--- src/rtl/kf_step_ctrl_pkg.sv ---
`default_nettype none
// ============================================================================
// Module      : kf_step_ctrl_pkg
// Description : Shared definitions for the Kalman-filter step sequencer:
//               state encoding, default phase timeout and the names of the
//               start/done handshake bundle used by the datapath wrapper.
// Revision    : 1.0 - initial release
// ============================================================================
package kf_step_ctrl_pkg;

    // Sequencer states, explicitly encoded on three bits.
    typedef enum logic [2:0] {
        ST_IDLE      = 3'd0,
        ST_PRED_WAIT = 3'd1,
        ST_GAIN_WAIT = 3'd2,
        ST_UPD_WAIT  = 3'd3,
        ST_FINISH    = 3'd4
    } kf_state_t;

    // Default number of cycles a phase may wait for its done pulses.
    localparam int unsigned c_timeout_default = 64;

    // One bit per arithmetic sub-block, shared by start and done bundles.
    typedef struct packed {
        logic ps;   // prior state
        logic pc;   // prior covariance
        logic kg;   // Kalman gain
        logic us;   // posterior state update
        logic uc;   // posterior covariance update
    } kf_hs_t;

endpackage
`default_nettype wire

--- src/rtl/kf_step_ctrl_pair.sv ---
`default_nettype none
// ============================================================================
// Module      : kf_pair_join
// Description : Joins two independent done pulses. Each pulse is latched in
//               its own flag while the phase is active; 'both' is raised as
//               soon as both have been seen, including the cycle the second
//               one arrives. Flags are wiped on phase entry.
// Revision    : 1.0 - initial release
// ============================================================================
module kf_pair_join (
    input  logic clk,
    input  logic rst_n,
    input  logic clr,
    input  logic en,
    input  logic a_done,
    input  logic b_done,
    output logic both
);

    logic r_a_seen;
    logic r_b_seen;

    // Latch each done pulse while the phase is active; clear on phase entry.
    always_ff @(posedge clk or negedge rst_n) begin
        if (!rst_n) begin
            r_a_seen <= 1'b0;
            r_b_seen <= 1'b0;
        end else if (clr) begin
            r_a_seen <= 1'b0;
            r_b_seen <= 1'b0;
        end else if (en) begin
            r_a_seen <= r_a_seen | a_done;
            r_b_seen <= r_b_seen | b_done;
        end
    end

    // A pulse arriving this cycle counts as already seen.
    assign both = en & (r_a_seen | a_done) & (r_b_seen | b_done);

endmodule
`default_nettype wire

--- src/rtl/kf_step_ctrl.sv ---
`default_nettype none
// ============================================================================
// Module      : kf_step_ctrl
// Description : Sequencer for one Kalman-filter iteration. Launches the
//               predict pair, optionally the gain and the update pair, and
//               reports completion, skipped update or phase timeout.
// Revision    : 1.0 - initial release
// ============================================================================
module kf_step_ctrl
    import kf_step_ctrl_pkg::*;
#(
    parameter int unsigned TIMEOUT = c_timeout_default,
    parameter int unsigned TO_W    = 8,
    parameter int unsigned CNT_W   = 16
) (
    input  logic             clk,
    input  logic             rst_n,
    input  logic             start,
    input  logic             meas_valid,
    input  logic             abort,
    input  logic             ps_done,
    input  logic             pc_done,
    input  logic             kg_done,
    input  logic             us_done,
    input  logic             uc_done,
    output logic             ps_start,
    output logic             pc_start,
    output logic             kg_start,
    output logic             us_start,
    output logic             uc_start,
    output logic             busy,
    output logic             done,
    output logic             skip_upd,
    output logic             err_timeout,
    output logic [CNT_W-1:0] step_cnt
);

    localparam logic [TO_W-1:0] c_to_last = TO_W'(TIMEOUT - 1);

    kf_state_t       r_state;
    kf_state_t       w_state_nxt;
    logic            r_meas;
    logic [TO_W-1:0] r_to_cnt;

    kf_hs_t          w_start_nxt;
    logic            w_done_nxt;
    logic            w_accept;
    logic            w_timeout;
    logic            w_wait;
    logic            w_to_hit;
    logic            w_pred_both;
    logic            w_upd_both;
    logic            w_pred_clr;
    logic            w_upd_clr;

    assign w_wait     = (r_state == ST_PRED_WAIT) || (r_state == ST_GAIN_WAIT) ||
                        (r_state == ST_UPD_WAIT);
    assign w_to_hit   = w_wait && (r_to_cnt == c_to_last);
    assign w_pred_clr = (w_state_nxt == ST_PRED_WAIT) && (r_state != ST_PRED_WAIT);
    assign w_upd_clr  = (w_state_nxt == ST_UPD_WAIT)  && (r_state != ST_UPD_WAIT);

    kf_pair_join u_pred_join (
        .clk    (clk),
        .rst_n  (rst_n),
        .clr    (w_pred_clr),
        .en     (r_state == ST_PRED_WAIT),
        .a_done (ps_done),
        .b_done (pc_done),
        .both   (w_pred_both)
    );

    kf_pair_join u_upd_join (
        .clk    (clk),
        .rst_n  (rst_n),
        .clr    (w_upd_clr),
        .en     (r_state == ST_UPD_WAIT),
        .a_done (us_done),
        .b_done (uc_done),
        .both   (w_upd_both)
    );

    // State register.
    always_ff @(posedge clk or negedge rst_n) begin
        if (!rst_n) begin
            r_state <= ST_IDLE;
        end else begin
            r_state <= w_state_nxt;
        end
    end

    // Next state and next values of the registered outputs; abort beats
    // completion, and completion beats timeout.
    always_comb begin
        w_state_nxt = r_state;
        w_start_nxt = '0;
        w_done_nxt  = 1'b0;
        w_accept    = 1'b0;
        w_timeout   = 1'b0;
        case (r_state)
            ST_IDLE: begin
                if (start) begin
                    w_accept       = 1'b1;
                    w_start_nxt.ps = 1'b1;
                    w_start_nxt.pc = 1'b1;
                    w_state_nxt    = ST_PRED_WAIT;
                end
            end
            ST_PRED_WAIT: begin
                if (abort) begin
                    w_state_nxt = ST_IDLE;
                end else if (w_pred_both) begin
                    if (r_meas) begin
                        w_start_nxt.kg = 1'b1;
                        w_state_nxt    = ST_GAIN_WAIT;
                    end else begin
                        w_done_nxt  = 1'b1;
                        w_state_nxt = ST_FINISH;
                    end
                end else if (w_to_hit) begin
                    w_timeout   = 1'b1;
                    w_state_nxt = ST_IDLE;
                end
            end
            ST_GAIN_WAIT: begin
                if (abort) begin
                    w_state_nxt = ST_IDLE;
                end else if (kg_done) begin
                    w_start_nxt.us = 1'b1;
                    w_start_nxt.uc = 1'b1;
                    w_state_nxt    = ST_UPD_WAIT;
                end else if (w_to_hit) begin
                    w_timeout   = 1'b1;
                    w_state_nxt = ST_IDLE;
                end
            end
            ST_UPD_WAIT: begin
                if (abort) begin
                    w_state_nxt = ST_IDLE;
                end else if (w_upd_both) begin
                    w_done_nxt  = 1'b1;
                    w_state_nxt = ST_FINISH;
                end else if (w_to_hit) begin
                    w_timeout   = 1'b1;
                    w_state_nxt = ST_IDLE;
                end
            end
            ST_FINISH: begin
                w_state_nxt = ST_IDLE;
            end
            default: begin
                w_state_nxt = ST_IDLE;
            end
        endcase
    end

    // Phase timeout counter: restarts on every state change, runs while waiting.
    always_ff @(posedge clk or negedge rst_n) begin
        if (!rst_n) begin
            r_to_cnt <= '0;
        end else if (w_state_nxt != r_state) begin
            r_to_cnt <= '0;
        end else if (w_wait) begin
            r_to_cnt <= r_to_cnt + TO_W'(1);
        end
    end

    // Registered outputs and per-step status captured on an accepted start.
    always_ff @(posedge clk or negedge rst_n) begin
        if (!rst_n) begin
            ps_start    <= 1'b0;
            pc_start    <= 1'b0;
            kg_start    <= 1'b0;
            us_start    <= 1'b0;
            uc_start    <= 1'b0;
            busy        <= 1'b0;
            done        <= 1'b0;
            skip_upd    <= 1'b0;
            err_timeout <= 1'b0;
            step_cnt    <= '0;
            r_meas      <= 1'b0;
        end else begin
            ps_start <= w_start_nxt.ps;
            pc_start <= w_start_nxt.pc;
            kg_start <= w_start_nxt.kg;
            us_start <= w_start_nxt.us;
            uc_start <= w_start_nxt.uc;
            busy     <= (w_state_nxt != ST_IDLE);
            done     <= w_done_nxt;
            if (w_done_nxt) begin
                step_cnt <= step_cnt + CNT_W'(1);
            end
            if (w_accept) begin
                r_meas      <= meas_valid;
                skip_upd    <= ~meas_valid;
                err_timeout <= 1'b0;
            end else if (w_timeout) begin
                err_timeout <= 1'b1;
            end
        end
    end

endmodule
`default_nettype wire

--- config.mk ---
export PLATFORM = sky130hd
export DESIGN_NAME = kf_step_ctrl
export DESIGN_NICKNAME = d
export VERILOG_FILES = /design/src/rtl/kf_step_ctrl_pkg.sv /design/src/rtl/kf_step_ctrl_pair.sv /design/src/rtl/kf_step_ctrl.sv
export SDC_FILE = /design/constraint.sdc
export NUM_CORES = 1
export LEC_CHECK = 0
export ABC_AREA = 1
export CAP_MARGIN = 20
export CORE_MARGIN = 2
export CORE_UTILIZATION = 56
export DETAILED_ROUTE_END_ITERATION = 10
export HOLD_SLACK_MARGIN = 0.15
export PLACE_DENSITY_LB_ADDON = 0.1
export SLEW_MARGIN = 0
export SYNTH_ARGS = -nofsm -noshare
export SYNTH_HDL_FRONTEND = slang
export SYNTH_SLANG_ARGS = --single-unit
--- constraint.sdc ---
create_clock -name clk -period 2.5 [get_ports clk]
set_input_delay 0.625 -clock clk [delete_from_list [all_inputs] [get_ports clk]]
set_output_delay 0.625 -clock clk [all_outputs]
set_load 0.01 [all_outputs]
* Word level (Yosys, flattened, before mapping)
Index checks and enable logic that the tools add are counted.
** Cells by class
- Add/sub/neg operators :: 2
- Eq/ne operators :: 9
- Mux-type cells :: 47
- Bitwise gates (word level) :: 9
- Reduce and logical (&&, ||, !) cells :: 11
** Operators by type and width (number)
- $mux 1 :: 28
- $mux 3 :: 9
- $add 16x1->16 const B :: 1
- $mux 8 :: 2
- $pmux 3 s4 :: 1
- $mux 2 :: 5
- $eq 3x2->1 const B :: 3
- $add 8x1->8 const B :: 1
- $eq 8x6->1 const B :: 1
- $reduce_bool 2->1 :: 4
- $eq 3x1->1 const B :: 2
- $and 1x1->1 :: 4
- $or 1x1->1 :: 4
- $logic_and 1x1->1 :: 3
- $logic_not 3->1 :: 1
- $ne 3x1->1 const B :: 1
- $ne 3x2->1 const B :: 1
- $ne 3x3->1 :: 1
- $pmux 1 s3 :: 1
- $reduce_bool 3->1 :: 1
- $logic_or 1x1->1 :: 2
- $pmux 1 s2 :: 1
- $not 1->1 :: 1
** Word-level totals
- Register bits after elaboration :: 41

* Depth between registers and ports, before layout
- Depth after elaboration :: 11
- Mapped depth :: 11
- Mapped depth without buffers :: 11

* Hierarchy
From an unflattened synthesis, not the netlist that was laid out.
** Second synthesis, totals
- Cell total of the unflattened synthesis :: 230
- Area, all modules :: 1986.9 µm²
** Modules (own cells, without submodules)
- kf_step_ctrl :: instances 1, cells an instance 208, area each 1811.7 µm², sequential area each 875.8 µm²
- kf_pair_join :: instances 2, cells an instance 11, area each 87.6 µm², sequential area each 50.0 µm²

* Least setup slack after synthesis
OpenSTA, ideal clock, no wires.
- Kind :: input-to-reg
- From :: input port uc_done
- To :: register r_to_cnt[0]
- Arrival time :: 1.545 ns
- Required time :: 2.427 ns
- Slack :: 0.881 ns
- Stages :: 7
- Path buffers :: 0
- Path through :: nor2_1 o21ai_0 a21oi_1 nand2_1 a21oi_1 nand3_2 nor2_1
** On the way
- Cells in the longest elaborated chain, start to end :: 7
** RTL lines
- from (decl) :: RTL line kf_step_ctrl.sv:25 : input logic uc_done,
- $or 1x1->1 (*) :: RTL line kf_step_ctrl_pair.sv:38 : assign both = en & (r_a_seen | a_done) & (r_b_seen | b_done);
- $and 1x1->1 (*) :: RTL line kf_step_ctrl_pair.sv:38
- $mux 3 (*) :: RTL line kf_step_ctrl.sv:139 : end else if (w_upd_both) begin
- $mux 3 (*) :: RTL line kf_step_ctrl.sv:137 : if (abort) begin
- $pmux 3 s4 (*) :: RTL line kf_step_ctrl.sv:99 : case (r_state)
- $ne 3x3->1 (*) :: RTL line kf_step_ctrl.sv:160 : end else if (w_state_nxt != r_state) begin
- $mux 8 / $reduce_bool 2->1 (equally long branches)
- to (signal assigned) :: RTL line kf_step_ctrl.sv:163 : r_to_cnt <= r_to_cnt + TO_W'(1);
- to (decl) :: RTL line kf_step_ctrl.sv:43 : logic [TO_W-1:0] r_to_cnt;
Mark *: on every way between the ends. The rest lies on a longest branch, timed or not.
A chain may end at the register's enable or synchronous reset.

* Worst setup path in the final report
- From :: register step_cnt[10]
- To :: output port step_cnt[10]
** RTL lines
- from (decl) :: RTL line kf_step_ctrl.sv:35 : output logic [CNT_W-1:0] step_cnt
- from (signal assigned) :: RTL line kf_step_ctrl.sv:190 : step_cnt <= step_cnt + CNT_W'(1);
No word-level cell between the ends.

==> flow_metrics.tcl <==
set metrics [dict create \
    holdCritPathClass "in -> async" \
    critPathLaunch "step_cnt[10]$_DFFE_PN0P_" \
    fin_ws_ns 0.480 \
    first_iter_violations 147 \
    tightest_slew_ns 0.829 \
    post_drt_wl_per_cell_um 12.3 \
    max_stage_delay_ns 0.58 \
    powerDensity_mw_per_mm2 863 \
    placed_cells 315 \
    r2r-start "r_state[1]$_DFF_PN0_" \
    cts.sinks 39 \
    n_fill_cell 257 \
    synth_edf_count 0 \
    yosysUniqueCellTypes 28 \
    crit_slowest_cell "clkdlybuf4s50_1" \
    slew_violations 0 \
    async_flop_share_pct 100 \
    fp.dieH_um 64.0 \
    cts-buffers-inserted 5 \
    post_cts_resized 0 \
    place_ws_ns 0.220 \
    period_needed_ns 2.02 \
    netlist.area_leader.share_pct 48.4 \
    portBuffers 34 \
    r2r_setup_slack_ns 0.64 \
    grt_max_degree 40 \
    rsz0062_at_grt "no" \
    ys_warn_count 0 \
    cp_max_fo 5 \
    core_area_mm2 0.00339 \
    grt_pass1_wl_um 6800 \
    drv_cap 0 \
    wl_um 3980 \
    overflow 0 \
    cts_setup_buffers 0 \
    grt_use_total_pct 21.6 \
    hold_violations 0 \
    cp_cell_sequence "clkdlybuf4s50_1" \
    cp.required_ns 1.88 \
    gp_routability_congestion 0.897 \
    post-dp-hpwl_um 2900 \
    setup_tns_ns 0 \
    grt_pass1_vias 1627 \
    htree_levels 2 \
    synth_ff_type "dfrtp_1" \
    synth_nets 251 \
    start_util_pct 59.5 \
    post-route-drc-count 0 \
    die_area_mm2 0.00410 \
    reg2reg_depth 9 \
    cts_tree "done" \
    antennaDiodeCount 0 \
    synth-seq-cells 39 \
    static-leakage-power_uw 0.00111 \
    fin_skew_ns 0.0140 \
    finalSetupViolCount 0 \
    fin_nets 288 \
    ant_nets 0 \
    seq_area_frac_synth_pct 48.4 \
    ir_drop_mv 0.584 \
    fin_cells 323 \
    areaGrowthSynthToFinish_pct 22.1 \
    layout-drive-gt1-share_pct 9.03 \
    yosys-top-cells-count "50 x nand2_1, 39 x dfrtp_1, 30 x nor2_1" \
    avgSynthCellArea_um2 8.43 \
    fin_crit_sh_pct 80.8 \
    worstSkewPairLatency_ns 0.35 \
    crit_end "step_cnt[10]" \
    r2r_end "step_cnt[4]$_DFFE_PN0P_" \
    fp-row-count 21 \
    cts_root_buf "clkbuf_4" \
    cts_buffer_depth 2 \
    cp_num_buf_inv 1 \
    syn-cell-area_mm2 0.00202 \
    start_kind "flip-flop" \
    status "finished, final reports clean" \
    yosysMostFrequentCell "nand2_1" \
    synth_area_leaders "dfrtp_1 48%, nand2_1 9.3%, xor2_1 6.1%" \
    cp.depth 1 \
    antenna_found_initial 0 \
    fmax_mhz 495 \
    synthCells 239 \
    avgViaCountPerCell 5.14 \
    power_uw 2120 \
    crit_family "buffers and inverters" \
    path_clk_slew_ns 0.12 \
    slew_headroom_pct 44.7 \
    criticalPathCategory "reg -> out" \
    yosys.area.top_type "dfrtp_1" \
    ios 35 \
    drtPass1Iterations 4 \
    worst_setup_path_end_kind "output port" \
    hold_buffers 0 \
    arrival_ns 1.39 \
    die_w_um 64.0 \
    num_vias 1659 \
]
==> registers in the layout, indices dropped and copies added (netlist names) <==
name / cells
busy: 1
done: 1
err_timeout: 1
kg_start: 1
pc_start: 1
r_meas: 1
r_state: 3
r_to_cnt: 8
skip_upd: 1
step_cnt: 16
u_pred_join.r_a_seen: 1
u_pred_join.r_b_seen: 1
u_upd_join.r_a_seen: 1
u_upd_join.r_b_seen: 1
uc_start: 1
==> where the power goes <==
part	switching (µW)	leakage [µW]	total [µW]	internal, µW
clock	209	0.0000482	445	236
sequential	161	0.000509	945	784
combinational	390	0.000550	732	343
==> final cells by class <==
cell class | instances | area (µm²) | share of cell area, %
Clock buffer | 6 | 51.3 | 2.08
Clock inverter | 2 | 35.0 | 1.42
Timing Repair Buffer | 35 | 343 | 13.9
Inverter | 25 | 93.8 | 3.81
Sequential cell | 39 | 976 | 39.7
Tap cell | 46 | 57.6 | 2.34
Multi-Input combinational cell | 170 | 905 | 36.8
==> worst min-delay path by stage <==
stage	start	end	slack [ns]	depth (start not counted)
floorplan	rst_n	busy$_DFF_PN0_	0.33	0
global placement	skip_upd$_DFFE_PN0P_	skip_upd$_DFFE_PN0P_	0.47	2
detailed placement	u_pred_join.r_b_seen$_DFFE_PN0P_	u_pred_join.r_b_seen$_DFFE_PN0P_	0.46	2
CTS	rst_n	uc_start$_DFF_PN0_	0.39	1
global route	rst_n	u_upd_join.r_b_seen$_DFFE_PN0P_	0.43	1
finish	rst_n	uc_start$_DFF_PN0_	0.36	1
==> per-stage QoR <==
step                      instance area (µm²)  utilization, %  hold slack [ns]
after global placement                   2370            70.1            0.472
after floorplan                          2020               -            0.329
after detailed placement                 2370            70.1            0.462
after CTS                                2460            72.6            0.385
after global routing                     2460            72.6            0.426
final                                    2460            72.6            0.364
==> layer usage <==
layer	share of wire (%)	vias up	GRT usage, %
li1	-	839	-
met1	46	785	25.2
met2	50	31	38.0
met3	4.1	4	5.28
met4	0.63	0	8.70
met5	0	-	0
==> cells in the final DEF, fill, tap and decap left out, types with 2 or more instances in the layout <==
cell type / Yosys / routed
a21oi_1: 5 / 5
clkbuf_4: 0 / 5
clkdlybuf4s50_1: 0 / 33
dfrtp_1: 39 / 39
ha_1: 2 / 2
inv_1: 24 / 24
nand2_1: 50 / 50
nand2_2: 5 / 5
nand3_1: 13 / 13
nand3_2: 2 / 2
nand3b_1: 2 / 2
nand4_1: 5 / 5
nor2_1: 30 / 30
nor2_2: 4 / 4
nor3_1: 6 / 6
o21ai_0: 16 / 16
xnor2_1: 7 / 7
xor2_1: 14 / 14
==> cell families after synthesis <==
kind of cell | after synthesis | share of synthesized area, %
AO/OA/AOI/OAI | 26 | 7.14
AND/OR/NAND/NOR | 120 | 26.9
buffers and inverters | 30 | 6.70
adder cells (fa/ha/maj) | 2 | 1.24
multiplexers | 1 | 0.497
flip-flops | 39 | 48.4
XOR/XNOR | 21 | 9.12
Power figures use the tool's default switching activity.
